## src/rtl/prbs_pkg.sv

```systemverilog
// Shared types and tap constants for the PRBS burst sequencer.
// Holds the FSM state encoding and standard polynomial masks.
package prbs_pkg;

   typedef enum logic [1:0] {
      IDLE,
      LOAD,
      RUN,
      DONE
   } state_t;

   localparam logic [6:0]  PRBS7  = 7'h60;
   localparam logic [14:0] PRBS15 = 15'h6000;
   localparam logic [30:0] PRBS31 = 31'h48000000;

endpackage

```

## src/rtl/prbs_burst_ctrl_if.sv

```systemverilog
// Valid/ready bit stream from the sequencer to the serial datapath.
// master drives bits, slave accepts them.
interface prbs_burst_ctrl_if;

   logic bit_o;
   logic bit_valid;
   logic bit_ready;

   modport master (
      output bit_o,
      output bit_valid,
      input  bit_ready
   );

   modport slave (
      input  bit_o,
      input  bit_valid,
      output bit_ready
   );

endinterface

```

## src/rtl/prbs_lfsr.sv

```systemverilog
// Fibonacci LFSR with load and step; a zero seed loads all-ones
// so the register can never lock up.
module prbs_lfsr
   import prbs_pkg::*;
#(
   parameter int               WIDTH = 7,
   parameter logic [WIDTH-1:0] TAPS  = PRBS7
) (
   input  logic             clk,
   input  logic             reset,
   input  logic             load,
   input  logic [WIDTH-1:0] seed,
   input  logic             step,
   output logic [WIDTH-1:0] q,
   output logic             msb
);

   assign msb = q[WIDTH-1];

   // shift register: load has priority over step
   always_ff @(posedge clk or posedge reset) begin
      if (reset) begin
         q <= '1;
      end else if (load) begin
         q <= (seed == '0) ? '1 : seed;
      end else if (step) begin
         q <= {q[WIDTH-2:0], ^(q & TAPS)};
      end
   end

endmodule

```

## src/rtl/prbs_burst_ctrl.sv

```systemverilog
// Seeded, length-controlled PRBS burst sequencer over valid/ready.
// Define PRBS_BURST_CHECK_EN to add the loopback bit-error checker.
module prbs_burst_ctrl
   import prbs_pkg::*;
#(
   parameter int               WIDTH = 7,
   parameter logic [WIDTH-1:0] TAPS  = PRBS7,
   parameter int               LEN_W = 16
) (
   input  logic             clk,
   input  logic             reset,
   input  logic             start,
   input  logic             abort,
   input  logic [WIDTH-1:0] seed_i,
   input  logic [LEN_W-1:0] len_i,
   prbs_burst_ctrl_if.master bus,
   output logic             busy,
   output logic             done,
   output logic [LEN_W-1:0] remaining
`ifdef PRBS_BURST_CHECK_EN
   ,
   input  logic             rx_bit,
   input  logic             rx_valid,
   output logic [15:0]      err_cnt
`endif
);

   state_t           state;
   logic [WIDTH-1:0] seed_q;
   logic [LEN_W-1:0] len_q;
   logic             valid;
   logic             xfer;
   logic             ld;
   logic             accept;

   assign bus.bit_valid = valid;
   assign xfer   = valid & bus.bit_ready;
   assign ld     = (state == LOAD) & ~abort;
   assign accept = (state == IDLE) & start & ~abort;

   prbs_lfsr #(
      .WIDTH (WIDTH),
      .TAPS  (TAPS)
   ) u_tx (
      .clk   (clk),
      .reset (reset),
      .load  (ld),
      .seed  (seed_q),
      .step  (xfer),
      .q     (),
      .msb   (bus.bit_o)
   );

   // burst sequencing with registered valid/busy/done/remaining
   always_ff @(posedge clk or posedge reset) begin
      if (reset) begin
         state     <= IDLE;
         seed_q    <= '0;
         len_q     <= '0;
         remaining <= '0;
         valid     <= 1'b0;
         busy      <= 1'b0;
         done      <= 1'b0;
      end else begin
         case (state)
            IDLE: begin
               if (accept) begin
                  seed_q <= seed_i;
                  len_q  <= len_i;
                  busy   <= 1'b1;
                  state  <= LOAD;
               end
            end
            LOAD: begin
               if (abort) begin
                  busy  <= 1'b0;
                  state <= IDLE;
               end else begin
                  remaining <= len_q;
                  if (len_q == '0) begin
                     done  <= 1'b1;
                     state <= DONE;
                  end else begin
                     valid <= 1'b1;
                     state <= RUN;
                  end
               end
            end
            RUN: begin
               if (xfer) begin
                  remaining <= remaining - LEN_W'(1);
               end
               if (abort) begin
                  valid <= 1'b0;
                  busy  <= 1'b0;
                  state <= IDLE;
               end else if (xfer && remaining == LEN_W'(1)) begin
                  valid <= 1'b0;
                  done  <= 1'b1;
                  state <= DONE;
               end
            end
            DONE: begin
               done  <= 1'b0;
               busy  <= 1'b0;
               state <= IDLE;
            end
            default: begin
               state <= IDLE;
            end
         endcase
      end
   end

`ifdef PRBS_BURST_CHECK_EN
   logic ref_msb;
   logic chk;

   assign chk = rx_valid & ((state == RUN) | (state == DONE));

   prbs_lfsr #(
      .WIDTH (WIDTH),
      .TAPS  (TAPS)
   ) u_ref (
      .clk   (clk),
      .reset (reset),
      .load  (ld),
      .seed  (seed_q),
      .step  (chk),
      .q     (),
      .msb   (ref_msb)
   );

   // saturating count of received bits that disagree with the reference
   always_ff @(posedge clk or posedge reset) begin
      if (reset) begin
         err_cnt <= '0;
      end else if (accept) begin
         err_cnt <= '0;
      end else if (chk && (rx_bit != ref_msb) && (err_cnt != 16'hFFFF)) begin
         err_cnt <= err_cnt + 16'd1;
      end
   end
`endif

endmodule

```

## src/flat_wrapper.sv

```systemverilog
// flat-port wrapper written by rule: the top's interface ports become plain ports
module prbs_burst_ctrl_flat import prbs_pkg::*;
#(
   parameter int               WIDTH = 7,
   parameter logic [WIDTH-1:0] TAPS  = PRBS7,
   parameter int               LEN_W = 16
)
  (clk, reset, start, abort, seed_i, len_i, busy, done, remaining, bus_bit_o, bus_bit_valid, bus_bit_ready);
  prbs_burst_ctrl_if bus_i ();
  input  logic clk;
  input  logic reset;
  input  logic start;
  input  logic abort;
  input  logic [WIDTH-1:0] seed_i;
  input  logic [LEN_W-1:0] len_i;
  output logic busy;
  output logic done;
  output logic [LEN_W-1:0] remaining;
  output wire logic [$bits(bus_i.bit_o)-1:0] bus_bit_o;
  output wire logic [$bits(bus_i.bit_valid)-1:0] bus_bit_valid;
  input wire logic [$bits(bus_i.bit_ready)-1:0] bus_bit_ready;
  assign bus_bit_o = bus_i.bit_o;
  assign bus_bit_valid = bus_i.bit_valid;
  assign bus_i.bit_ready = bus_bit_ready;
  prbs_burst_ctrl #(.WIDTH(WIDTH), .TAPS(TAPS), .LEN_W(LEN_W)) u_core (.clk(clk), .reset(reset), .start(start), .abort(abort), .seed_i(seed_i), .len_i(len_i), .bus(bus_i), .busy(busy), .done(done), .remaining(remaining));
endmodule
```

## config.mk

```make
export PLATFORM = sky130hd
export DESIGN_NAME = prbs_burst_ctrl_flat
export DESIGN_NICKNAME = d
export VERILOG_FILES = /design/src/rtl/prbs_pkg.sv /design/src/rtl/prbs_burst_ctrl_if.sv /design/src/rtl/prbs_lfsr.sv /design/src/rtl/prbs_burst_ctrl.sv /design/src/flat_wrapper.sv
export SDC_FILE = /design/constraint.sdc
export NUM_CORES = 1
export LEC_CHECK = 0
export ABC_AREA = 1
export ABC_CLOCK_PERIOD_IN_PS = 3210
export BUFFER_PORTS_ARGS = -buffer_cell sky130_fd_sc_hd__clkbuf_2
export CORE_ASPECT_RATIO = 2
export CORE_MARGIN = 2
export CORE_UTILIZATION = 35
export DETAILED_ROUTE_END_ITERATION = 10
export GPL_TIMING_DRIVEN = 0
export PLACE_DENSITY = 0.63
export SLEW_MARGIN = 30
export SYNTH_ARGS = -nofsm -noshare
export SYNTH_HDL_FRONTEND = slang
export SYNTH_SLANG_ARGS = --single-unit
export TNS_END_PERCENT = 50
```

## constraint.sdc

```tcl
create_clock -name clk -period 3.21 [get_ports clk]
set_input_delay 0 -clock clk [delete_from_list [all_inputs] [get_ports clk]]
set_output_delay 0 -clock clk [all_outputs]
set_load 0.03 [all_outputs]
```

==> flow_summary.ini <==
[synth]
post_synth.cell_area_avg_um2 = 7.53
synth.distinct_cells = 36
syn_area_um2 = 2850
yosys-mux-area-fraction_pct = 0
ys_dominant_reg_cell = dfrtp_1
seq_area_frac_synth_pct = 45.2
synth-seq-cells = 51
syn-instance-count = 378
synth-warning-count = 0
synth_simple_gate_area_share_pct = 28.7
synth_xor_area_share_pct = 1.54
synth_adder_area_share_pct = 3.08
combinational_family_with_the_most_area_after_synthesis = simple AND/OR/NAND/NOR gates
syn-num-nets = 413
synth-compound-area-share_pct = 14.6
synth_edf_count = 0
synth_async_sr_flop_share_pct = 100

[detailed_routing]
routed_wl_um = 7740
post-route-drc-count = 0
overall_via_count_from_detail_route = 2715
met2WireLength_um = 4360
drt_first_iter_violations = 107
top_signal_layer_used = met4
drt_first_pass_iters = 4
detail_route.wirelength.met1_um = 2680
via_per_inst = 4.90
met3_wirelength_um = 260
detail-route-antenna-nets = 0
wl_per_cell_um = 14.0

[sta]
grt_setup_unrepaired = false
final_max_slew_viol_count = 0
finalSetupTns_ns = 0
max_clock_freq_ghz = 0.565
final_period_minus_worst_setup_slack_ns = 1.77
maxSlewHeadroom_pct = 72.1
worst_clock_skew_ns = 0.00733
finalSetupViolCount = 0
timing.final.hold_violations = 0
actual_slew_at_the_worst_max_slew_pin_ns = 0.419
setup_slack_ns = 1.44
post-route-period-util_pct = 55.1

[worst_hold_path]
min_path_type = input port to flop

[die]
io_pins = 48
initial_core_util_pct = 36.1
dieHeight_um = 132
die-width_um = 67.8
fp.coreArea_um2 = 7890
rows = 46
die-area_um2 = 8910

[power_and_ir_drop]
clockPowerShare_pct = 16.5
p_leak_nw = 1.80
power.ir.vdd_worst_mv = 0.485
combinationalPowerShare_pct = 49.4
swShare_pct = 46.7
power.share.sequential_pct = 34.2
power_switching_mw = 1.74
internal-power_mw = 1.99
design_power_total_mw = 3.74
powerDensity_nw_per_um2 = 1030

[finish]
post_route_cells_drive_above_1_share_pct = 21.2
number_of_antenna_diodes = 0
syn2layout_area_growth_pct = 27.7
fin_nets = 492

[critical_path]
number_of_buffer_and_inverter_instances_along_the_worst_setup_path = 4
path_max_fanout = 10
critPathArrivalTime_ns = 1.95
worstSetupStartpointType = flop
worstPathCellList = inv_1, ha_1, inv_2, or2_4, nand2_2, nand2_4, inv_4, buf_6, nand2_2, nand2_1, o21ai_2
critical_path.top_delay_family = simple AND/OR/NAND/NOR gates
path_class = flop to flop
timing.critical_path.required_ns = 3.39
crit_path_top_delay_cell = dfrtp_1
critical_path.endpoint_type = flop
critical-path-top-cell-by-count = nand2_2
cpPeakStageDelay_ns = 0.42

[placed_design]
post_detail_place_hpwl_um = 5930
pre_cts_slack_ns = 1.44
port-buffer-count = 47
routabilityCongestion = 0.921

[clocking]
cts_htree_levels = 2
cts_setup_buffers = 0
numCtsBuffers = 5
clkLatencyLatePin_ns = 0.30
cts_num_sinks = 51
clk_path_buf_depth = 2
cts_tree = yes
clk_pin_slew_worst_paths_ns = 0.07
cts.root.buffer_cell = clkbuf_16

[global_routing]
grt_util_all_layers_pct = 19.4
number_of_global_route_vias_before_repair = 2777
grt_pass1_wl_um = 13000
grt_start_max_net_pins = 37
grt_antenna_before_repair = 0
residual_overflow_from_global_routing = 0

[run]
cap_viol_max_count = 0

[status]
run_status = finished clean
[cell usage after synthesis (2+ instances only)]
library cell / instances / area share, %
a21oi_1: 13 / 2.3
buf_2: 7 / 1.2
buf_6: 2 / 0.79
dfrtp_1: 44 / 39
dfstp_2: 7 / 6.5
ha_1: 7 / 3.1
inv_1: 28 / 3.7
inv_2: 6 / 0.79
nand2_1: 128 / 17
nand2_2: 3 / 0.66
nand3_1: 8 / 1.4
nand3_2: 2 / 0.70
nand4_1: 2 / 0.44
nor2_1: 46 / 6.1
nor3_1: 4 / 0.70
o21ai_0: 21 / 3.7
o21ai_1: 20 / 3.5
o21ai_2: 5 / 1.5
o22ai_1: 2 / 0.44
o311ai_1: 3 / 0.92
xor2_1: 5 / 1.5
[power by group through the flow]
stage	logic [mW]	clock network, mW	registers [mW]
finish	1.84	0.616	1.28
global route	2.08	0.657	1.33
CTS	1.86	0.631	1.28
detailed placement	1.83	0	1.28
global placement	1.80	0	1.28
floorplan	1.17	0	1.42
[sequential cells by signal, summed over array words and instances, names as in the netlist]
signal                count
u_core.state              2
u_core.remaining         16
u_core.u_tx.q             7
u_core.bus.bit_valid      1
u_core.done               1
u_core.seed_q             7
u_core.len_q             16
u_core.busy               1
[path summary, 6_finish.rpt]
kind | to | start | cells past startpoint | slack, ns
worst max-delay path | u_core.remaining[5]$_DFFE_PP0P_ | u_core.state[0]$_DFFE_PP0P_ | 11 | 1.44
worst min-delay path | u_core.len_q[15]$_DFFE_PP0P_ | start | 4 | 0.11
worst max register to register | u_core.remaining[5]$_DFFE_PP0P_ | u_core.state[0]$_DFFE_PP0P_ | 11 | 1.44
worst min register to register | u_core.done$_DFFE_PP0P_ | u_core.done$_DFFE_PP0P_ | 2 | 0.49
max in group asynchronous | u_core.u_tx.q[0]$_DFFE_PP1P_ | reset | 4 | 2.51
min in group asynchronous | u_core.len_q[6]$_DFFE_PP0P_ | reset | 3 | 0.17
[cells in the final DEF (no fill, tap or decap), types with 8 or more instances in the layout]
| master | n |
|---|---|
| a21oi_1 | 13 |
| clkbuf_2 | 47 |
| dfrtp_1 | 44 |
| dlygate4sd3_1 | 24 |
| inv_1 | 27 |
| nand2_1 | 128 |
| nand3_1 | 8 |
| nor2_1 | 46 |
| o21ai_0 | 21 |
| o21ai_1 | 20 |
[tightest hold or removal path, delay by kind of cell]
| kind | cells | cell delay (ns) |
|---|---|---|
| AND/OR/NAND/NOR | 3 | 0.30 |
| buffers and inverters | 1 | 0.09 |
[stage by stage]
stage	utilization [%]	area, µm²	instances	hold WS (ns)
global placement	40.6	3200	521	0.195
detailed placement	40.9	3220	522	-0.0587
floorplan	-	2850	378	0.110
finish	46.1	3630	554	0.114
CTS	46.1	3630	554	0.121
global route	46.1	3630	554	0.157
[timing repair]
item | CTS | global route
endpoints found under the setup margin | 0 | 0
resized for setup | 0 | 0
hold buffers | 24 | 0
hold endpoints to repair | 67 | 0
[metal layers]
metal	global-route usage, %	vias up
met3	3.00	30
met5	0	-
met1	19.5	1247
met2	34.6	69
li1	-	1369
met4	12.2	0
[final cells by class]
| class | count | area (µm²) |
|---|---|---|
| well taps | 96 | 120 |
| inverters | 35 | 136 |
| clock buffers | 5 | 125 |
| clock inverters | 3 | 43.8 |
| plain buffers | 11 | 65.1 |
| flip-flops and latches | 51 | 1280 |
| multi-input cells | 281 | 1360 |
| repair buffers | 72 | 495 |
| fillers | 784 | 4250 |
[kinds of logic (layout without fill, tap and decap cells)]
group / count (synthesis) / in the layout
AO/OA/AOI/OAI: 70 / 70
XOR/XNOR: 5 / 5
adder cells (fa/ha/maj): 7 / 7
buffers and inverters: 46 / 126
flip-flops: 51 / 51
AND/OR/NAND/NOR: 199 / 199
Note: power is estimated with default switching activity, not from simulation.
